`config.mk`:
```
export PLATFORM = sky130hd
export DESIGN_NAME = ps2_dev
export DESIGN_NICKNAME = d
export VERILOG_FILES = /design/src/rtl/ps2_dev_pkg.sv /design/src/rtl/ps2_dev_fifo.sv /design/src/rtl/ps2_dev.sv
export SDC_FILE = /design/constraint.sdc
export NUM_CORES = 1
export LEC_CHECK = 0
export BUFFER_PORTS_ARGS = -buffer_cell sky130_fd_sc_hd__buf_2
export CAP_MARGIN = 20
export CORE_ASPECT_RATIO = 2
export CORE_MARGIN = 8
export CORE_UTILIZATION = 37
export DETAILED_ROUTE_END_ITERATION = 16
export GPL_TIMING_DRIVEN = 0
export SYNTH_ARGS = -nofsm -noshare
export SYNTH_HDL_FRONTEND = slang
export SYNTH_SLANG_ARGS = --single-unit
```
`constraint.sdc`:
```
create_clock -name wb_clk_i -period 7.3 [get_ports wb_clk_i]
set_input_delay 0.73 -clock wb_clk_i [delete_from_list [all_inputs] [get_ports wb_clk_i]]
set_output_delay 0.73 -clock wb_clk_i [all_outputs]
set_load 0.03 [all_outputs]
```
`src/rtl/ps2_dev_pkg.sv`:
```
// Shared definitions for the PS/2 device endpoint: FSM encoding, frame geometry, counter width.
package ps2_dev_pkg;

    localparam int unsigned CNT_W         = 16;
    localparam int unsigned BIT_W         = 4;
    localparam int unsigned TX_FRAME_BITS = 11;
    localparam int unsigned RX_PULSES     = 10;

    typedef enum logic [2:0] {
        ST_IDLE    = 3'd0,
        ST_TX_WAIT = 3'd1,
        ST_TX      = 3'd2,
        ST_RX      = 3'd3,
        ST_RX_ACK  = 3'd4,
        ST_HOLD    = 3'd5
    } state_t;

    // Device->host frame, index 0 goes on the wire first: start, data LSB first, odd parity, stop.
    function automatic logic [TX_FRAME_BITS-1:0] tx_frame(input logic [7:0] d);
        return {1'b1, ~^d, d, 1'b0};
    endfunction

endpackage

```
`src/rtl/ps2_dev_fifo.sv`:
```
// Small synchronous FIFO holding bytes queued for transmission to the host.
module ps2_dev_fifo #(
    parameter int unsigned DW = 8,
    parameter int unsigned AW = 2
) (
    input  logic          clk,
    input  logic          rst,
    input  logic          wr_en_i,
    input  logic [DW-1:0] wr_data_i,
    input  logic          rd_en_i,
    output logic [DW-1:0] rd_data_o,
    output logic          full_o,
    output logic          empty_o
);

    localparam int unsigned DEPTH = 2 ** AW;
    localparam int unsigned PW    = AW + 1;

    logic [DW-1:0] mem_q [DEPTH];
    logic [PW-1:0] wr_ptr_q, wr_ptr_d, rd_ptr_q, rd_ptr_d;
    logic          do_wr, do_rd;

    assign full_o  = (wr_ptr_q[AW] != rd_ptr_q[AW]) && (wr_ptr_q[AW-1:0] == rd_ptr_q[AW-1:0]);
    assign empty_o = (wr_ptr_q == rd_ptr_q);
    assign do_wr   = wr_en_i & ~full_o;
    assign do_rd   = rd_en_i & ~empty_o;
    assign rd_data_o = mem_q[rd_ptr_q[AW-1:0]];

    always_comb begin
        wr_ptr_d = wr_ptr_q + PW'(do_wr);
        rd_ptr_d = rd_ptr_q + PW'(do_rd);
    end

    always_ff @(posedge clk or posedge rst) begin
        if (rst) begin
            wr_ptr_q <= '0;
            rd_ptr_q <= '0;
        end else begin
            wr_ptr_q <= wr_ptr_d;
            rd_ptr_q <= rd_ptr_d;
        end
    end

    always_ff @(posedge clk) begin
        if (do_wr) mem_q[wr_ptr_q[AW-1:0]] <= wr_data_i;
    end

endmodule

```
`src/rtl/ps2_dev.sv`:
```
// Device-side PS/2 endpoint: generates the PS/2 clock, sends bytes to the host, receives host commands.
// Define PS2_DEV_TX_FIFO_EN to replace the single TX holding register with a FIFO of 2**TX_FIFO_AW bytes.
module ps2_dev
    import ps2_dev_pkg::*;
#(
    parameter int unsigned CLK_HALF    = 2000,
    parameter int unsigned IDLE_CYCLES = 2500
`ifdef PS2_DEV_TX_FIFO_EN
    ,
    parameter int unsigned TX_FIFO_AW  = 2
`endif
) (
    input  logic       wb_clk_i,
    input  logic       wb_rst_i,
    input  logic [7:0] tx_data_i,
    input  logic       tx_valid_i,
    output logic       tx_ready_o,
    output logic [7:0] rx_data_o,
    output logic       rx_valid_o,
    output logic       rx_err_o,
    output logic       busy_o,
    input  logic       ps2_clk_i,
    output logic       ps2_clk_oe_o,
    input  logic       ps2_dat_i,
    output logic       ps2_dat_oe_o
);

    logic clk_s1_q, clk_s2_q, dat_s1_q, dat_s2_q;

    state_t             state_q, state_d;
    logic [CNT_W-1:0]   cnt_q, cnt_d, idle_q, idle_d;
    logic               phase_q, phase_d;
    logic [BIT_W-1:0]   bit_q, bit_d;
    logic [9:0]         rx_sh_q, rx_sh_d;
    logic               clk_oe_q, clk_oe_d, dat_oe_q, dat_oe_d, busy_q, busy_d;
    logic               rx_valid_q, rx_valid_d, rx_err_q, rx_err_d;
    logic [7:0]         rx_data_q, rx_data_d;

    logic               half_end, pulse_end, sample, rts, inhibit;
    logic               tx_pend, tx_pop, rx_done, rx_fail;
    logic [7:0]         tx_byte;
    logic [15:0]        frame_ext;

    // Two-flop synchronisers; reset to the released (high) line level.
    always_ff @(posedge wb_clk_i or posedge wb_rst_i) begin
        if (wb_rst_i) begin
            clk_s1_q <= 1'b1;
            clk_s2_q <= 1'b1;
            dat_s1_q <= 1'b1;
            dat_s2_q <= 1'b1;
        end else begin
            clk_s1_q <= ps2_clk_i;
            clk_s2_q <= clk_s1_q;
            dat_s1_q <= ps2_dat_i;
            dat_s2_q <= dat_s1_q;
        end
    end

`ifdef PS2_DEV_TX_FIFO_EN
    logic fifo_full, fifo_empty;

    ps2_dev_fifo #(.DW(8), .AW(TX_FIFO_AW)) u_tx_fifo (
        .clk       (wb_clk_i),
        .rst       (wb_rst_i),
        .wr_en_i   (tx_valid_i & ~fifo_full),
        .wr_data_i (tx_data_i),
        .rd_en_i   (tx_pop),
        .rd_data_o (tx_byte),
        .full_o    (fifo_full),
        .empty_o   (fifo_empty)
    );

    assign tx_pend    = ~fifo_empty;
    assign tx_ready_o = ~fifo_full;
`else
    logic [7:0] hold_q, hold_d;
    logic       hold_vld_q, hold_vld_d, tx_ready_q, tx_ready_d;

    always_comb begin
        hold_d     = hold_q;
        hold_vld_d = hold_vld_q & ~tx_pop;
        if (tx_valid_i & tx_ready_q) begin
            hold_d     = tx_data_i;
            hold_vld_d = 1'b1;
        end
        tx_ready_d = (state_d == ST_IDLE) & ~hold_vld_d;
    end

    always_ff @(posedge wb_clk_i or posedge wb_rst_i) begin
        if (wb_rst_i) begin
            hold_q     <= '0;
            hold_vld_q <= 1'b0;
            tx_ready_q <= 1'b1;
        end else begin
            hold_q     <= hold_d;
            hold_vld_q <= hold_vld_d;
            tx_ready_q <= tx_ready_d;
        end
    end

    assign tx_pend    = hold_vld_q;
    assign tx_byte    = hold_q;
    assign tx_ready_o = tx_ready_q;
`endif

    assign half_end  = (cnt_q == CNT_W'(CLK_HALF - 1));
    assign pulse_end = half_end & phase_q;
    assign sample    = half_end & ~phase_q;
    assign rts       = clk_s2_q & ~dat_s2_q;
    // Synced clock needs two cycles after our release before a low level means the host holds it.
    assign inhibit   = ~phase_q & (cnt_q >= CNT_W'(2)) & ~clk_s2_q;

    always_ff @(posedge wb_clk_i or posedge wb_rst_i) begin
        if (wb_rst_i) begin
            state_q    <= ST_IDLE;
            cnt_q      <= '0;
            idle_q     <= '0;
            phase_q    <= 1'b0;
            bit_q      <= '0;
            rx_sh_q    <= '0;
            clk_oe_q   <= 1'b0;
            dat_oe_q   <= 1'b0;
            busy_q     <= 1'b0;
            rx_valid_q <= 1'b0;
            rx_err_q   <= 1'b0;
            rx_data_q  <= '0;
        end else begin
            state_q    <= state_d;
            cnt_q      <= cnt_d;
            idle_q     <= idle_d;
            phase_q    <= phase_d;
            bit_q      <= bit_d;
            rx_sh_q    <= rx_sh_d;
            clk_oe_q   <= clk_oe_d;
            dat_oe_q   <= dat_oe_d;
            busy_q     <= busy_d;
            rx_valid_q <= rx_valid_d;
            rx_err_q   <= rx_err_d;
            rx_data_q  <= rx_data_d;
        end
    end

    always_comb begin
        state_d = state_q;
        idle_d  = idle_q;
        rx_sh_d = rx_sh_q;
        tx_pop  = 1'b0;
        rx_done = 1'b0;
        rx_fail = 1'b0;
        cnt_d   = half_end ? '0 : cnt_q + CNT_W'(1);
        phase_d = phase_q ^ half_end;
        bit_d   = bit_q + BIT_W'(pulse_end);
        unique case (state_q)
            ST_IDLE: begin
                cnt_d   = '0;
                phase_d = 1'b0;
                bit_d   = '0;
                idle_d  = '0;
                if (rts)          state_d = ST_RX;
                else if (tx_pend) state_d = ST_TX_WAIT;
            end
            ST_TX_WAIT: begin
                cnt_d   = '0;
                phase_d = 1'b0;
                bit_d   = '0;
                // A host that inhibited us may follow up with its own request-to-send.
                if (rts) begin
                    state_d = ST_RX;
                    idle_d  = '0;
                end else if (clk_s2_q & dat_s2_q) begin
                    idle_d = idle_q + CNT_W'(1);
                    if (idle_d == CNT_W'(IDLE_CYCLES)) state_d = ST_TX;
                end else begin
                    idle_d = '0;
                end
            end
            ST_TX: begin
                if (inhibit) begin
                    state_d = ST_TX_WAIT;
                    cnt_d   = '0;
                    phase_d = 1'b0;
                    bit_d   = '0;
                    idle_d  = '0;
                end else if (pulse_end && bit_q == BIT_W'(TX_FRAME_BITS - 1)) begin
                    state_d = ST_HOLD;
                    tx_pop  = 1'b1;
                end
            end
            ST_RX: begin
                if (sample) rx_sh_d = {dat_s2_q, rx_sh_q[9:1]};
                if (pulse_end && bit_q == BIT_W'(RX_PULSES - 1)) begin
                    if (rx_sh_q[9]) begin
                        state_d = ST_RX_ACK;
                    end else begin
                        state_d = ST_HOLD;
                        rx_fail = 1'b1;
                    end
                end
            end
            ST_RX_ACK: begin
                if (pulse_end) begin
                    state_d = ST_HOLD;
                    rx_done = 1'b1;
                end
            end
            ST_HOLD: begin
                if (half_end) state_d = ST_IDLE;
            end
            default: state_d = ST_IDLE;
        endcase
    end

    // Pad drives follow the next state so they change on the same edge as the FSM.
    always_comb begin
        frame_ext  = 16'(tx_frame(tx_byte));
        clk_oe_d   = (state_d inside {ST_TX, ST_RX, ST_RX_ACK}) & phase_d;
        dat_oe_d   = 1'b0;
        if (state_d == ST_TX)          dat_oe_d = ~frame_ext[bit_d];
        else if (state_d == ST_RX_ACK) dat_oe_d = 1'b1;
        busy_d     = (state_d != ST_IDLE);
        rx_valid_d = rx_done | rx_fail;
        rx_err_d   = rx_fail | (rx_done & ~^rx_sh_q[8:0]);
        rx_data_d  = rx_valid_d ? rx_sh_q[7:0] : rx_data_q;
    end

    assign ps2_clk_oe_o = clk_oe_q;
    assign ps2_dat_oe_o = dat_oe_q;
    assign busy_o       = busy_q;
    assign rx_valid_o   = rx_valid_q;
    assign rx_err_o     = rx_err_q;
    assign rx_data_o    = rx_data_q;

endmodule

```
==> flow_metrics.py <==
metrics = {
    "outcome": {
        "outcome": "complete, no violations",
    },
    "synth": {
        "postSynthCellCount": 369,
        "ys_top_cells_by_area": "dfrtp_1 (47%), mux2_2 (7.6%), o21ai_0 (4.1%), xnor2_1 (4.1%), nor2_1 (3.5%)",
        "synth_cell_types": 51,
        "ys_ff_latch": 77,
        "synthTopCellsByCount": "dfrtp_1 (72), nor2_1 (36), o21ai_0 (32), nand2_1 (28), mux2_2 (26)",
        "synth.most_common_cell": "dfrtp_1",
        "yosys.area.top_type": "dfrtp_1",
        "yosys_warnings": 0,
        "synth_ff_type": "dfrtp_1",
        "synth_edf_count": 0,
        "yosysSeqAreaShare": 0.500,
        "synth-async-reset-ratio": 1.00,
        "synth_top_area_share": 0.466,
        "netlist_area_um2": 3860,
        "avgSynthCellArea_um2": 10.5,
        "syn_nets": 390,
    },
    "setup_path": {
        "crit_path_max_incr_delay_ns": 0.57,
        "startpoint_type": "flop",
        "cpMaxStageDelayCell": "or4_4",
        "crit_buf_inv": 1,
        "path_max_fanout": 5,
        "crit_required_ns": 7.56,
        "crit_arrival_ns": 3.95,
        "critPathTopFamily": "simple AND/OR/NAND/NOR gates",
        "critical_path_class": "flop to flop",
        "end_kind": "flop",
        "path_cells": "nor4_1, nand2_1, or4_4, clkinv_2, ha_1, nand3b_1, nor3b_1, o21ai_0, nor4bb_1, or4b_4, nor2_2",
    },
    "floorplan": {
        "fp.dieW_um": 88.3,
        "start_util": 0.373,
        "num_rows": 53,
        "ios": 27,
        "fp.dieH_um": 161,
        "core_um2": 10300,
        "dieArea_um2": 14200,
    },
    "place": {
        "placedCellCount": 533,
        "post_dp_cell_area_um2": 4200,
        "dp_hpwl_um": 5490,
        "pre_cts_slack_ns": 3.63,
        "finalWeightedCongestion": 0.860,
        "port_buffers": 26,
    },
    "global_route": {
        "grt_use_total": 0.119,
        "antenna_found_initial": 0,
        "grt_overflow": 0,
        "grt_max_degree": 55,
        "grt_pass1_vias": 2784,
        "grt_pass1_wl_um": 13300,
    },
    "pwr": {
        "p_per_area_nw_per_um2": 244,
        "p_total_mw": 1.09,
        "p_leak_nw": 2.06,
        "vdd_ir_drop_max_v": 0.000156,
    },
    "sta": {
        "setup_tns_ns": 0,
        "slew_headroom": 0.563,
        "max_clock_freq_mhz": 271,
        "setup_viol": 0,
        "skew_ns": 0.00548,
        "worst_slew_pin_slew_ns": 0.656,
        "fin_crit_ns": 3.69,
        "holdWs_ns": 0.355,
        "hold_violations": 0,
        "drv_slew": 0,
        "fin_ws_ns": 3.61,
        "rsz0062_at_grt": "no",
        "period_share": 0.505,
    },
    "final_layout": {
        "nFillCells": 1049,
        "insertedDiodeCount": 0,
        "nNetsFinal": 428,
        "area_delta_synth_final_pct": 15.9,
        "final_util": 0.433,
        "final-seq-area_um2": 1930,
        "multiInputGateArea_um2": 1840,
        "design_area_um2": 4480,
        "final_cells": 548,
        "layout-drive-gt1-share": 0.212,
    },
    "detailed_routing": {
        "drtIter0Drc": 143,
        "via_count": 2772,
        "drt_wl_total_um": 7630,
        "dr.pass1.iters": 4,
        "avgViaCountPerCell": 5.06,
        "drc": 0,
        "antenna_left": 0,
        "post_drt_wl_per_cell_um": 13.9,
    },
    "cts": {
        "clockBufferDepth": 2,
        "cts_root_buf": "clkbuf_16",
        "h-tree-depth": 3,
        "cts_sinks": 77,
        "cts_buffers": 9,
        "cts_setup_buffers": 0,
        "cts_hold_buf": 0,
        "cts_resized": 0,
        "clk_latency_ns": 0.33,
        "clkSlewWorstSetupHoldPaths_ns": 0.06,
        "cts_tree": "built",
    },
    "flow_run": {
        "cap_viol_max_count": 0,
    },
    "worst_hold_path": {
        "hp-class": "flop to flop",
    },
}
-- worst paths after layout --
check                                    start  slack (ns)               endpoint  cells past startpoint
hold reg to reg             clk_s1_q$_DFF_PP1_        0.35     clk_s2_q$_DFF_PP1_                      0
hold / removal              clk_s1_q$_DFF_PP1_        0.35     clk_s2_q$_DFF_PP1_                      0
max in group asynchronous             wb_rst_i        6.33     dat_s2_q$_DFF_PP1_                      3
setup reg to reg           cnt_q[11]$_DFF_PP0_        3.61   tx_ready_o$_DFF_PP1_                     11
setup / recovery           cnt_q[11]$_DFF_PP0_        3.61   tx_ready_o$_DFF_PP1_                     11
min in group asynchronous             wb_rst_i        0.37  idle_q[6]$_DFFE_PP0P_                      2
-- metal layers --
metal	up-vias	global-route usage	routed length, um
li1	1389	-	-
met1	1326	0.145	3390
met2	47	0.189	3770
met3	10	0.0297	323
met4	0	0.0551	142
met5	-	0	0
-- sequential cells by signal, indices dropped and copies added, names as in the netlist, 3 cells and up --
| register | count |
|---|---|
| rx_sh_q | 10 |
| state_q | 3 |
| bit_q | 4 |
| idle_q | 16 |
| rx_data_o | 8 |
| cnt_q | 16 |
| hold_q | 8 |
-- worst register-to-register path, stage by stage, from the launching register on --
cell and delay, ns:
dfrtp_1 0.42, nor4_1 0.33, nand2_1 0.12, or4_4 0.57, clkinv_2 0.09, ha_1 0.19, nand3b_1 0.11, nor3b_1 0.49
o21ai_0 0.19, nor4bb_1 0.47, or4b_4 0.53, nor2_2 0.11
-- cell usage in the layout (no fill, tap or decap), types with 3 or more instances in the layout --
| cell type | netlist | final |
|---|---|---|
| and2_1 | 5 | 5 |
| dfstp_2 | 5 | 5 |
| clkbuf_1 | 7 | 8 |
| ha_1 | 8 | 8 |
| nor3b_1 | 3 | 3 |
| a21oi_1 | 13 | 13 |
| nor4_1 | 5 | 5 |
| or3_1 | 3 | 3 |
| o31ai_1 | 3 | 3 |
| inv_1 | 9 | 8 |
| nand3b_1 | 3 | 3 |
| buf_2 | 1 | 27 |
| xnor2_1 | 18 | 18 |
| nand4_1 | 8 | 8 |
| nor2_1 | 36 | 36 |
| or2_2 | 3 | 3 |
| mux2_2 | 26 | 26 |
| and3_1 | 7 | 7 |
| a31oi_1 | 5 | 5 |
| nand3_1 | 16 | 16 |
| nor3_1 | 10 | 10 |
| clkinv_2 | 1 | 4 |
| dfrtp_1 | 72 | 72 |
| nand2_1 | 28 | 28 |
| clkbuf_16 | 0 | 9 |
| xor2_1 | 9 | 9 |
| o21ai_0 | 32 | 32 |
-- layout make-up --
type / count / share of cell area
Inverter: 10 / 0.00922
Timing Repair Buffer: 27 / 0.0352
Clock buffer: 10 / 0.0511
Clock inverter: 5 / 0.0117
Sequential cell: 77 / 0.432
Tap cell: 137 / 0.0383
Multi-Input combinational cell: 272 / 0.411
Buffer: 10 / 0.0112
-- report_power, final --
| group | leakage, nW | switching, mW | internal [mW] |
|---|---|---|---|
| sequential | 1.04 | 0.0254 | 0.450 |
| clock | 0.138 | 0.163 | 0.261 |
| combinational | 0.879 | 0.128 | 0.0664 |
-- cell families after synthesis --
logic type | count (synthesis) | synth area share
compound gates | 65 | 0.103
xor+xnor | 29 | 0.0729
fa+ha+maj | 8 | 0.0259
buf+inv | 20 | 0.0230
flops | 77 | 0.500
mux | 29 | 0.0868
simple gates | 141 | 0.188
(Power assumes the default switching activity.)
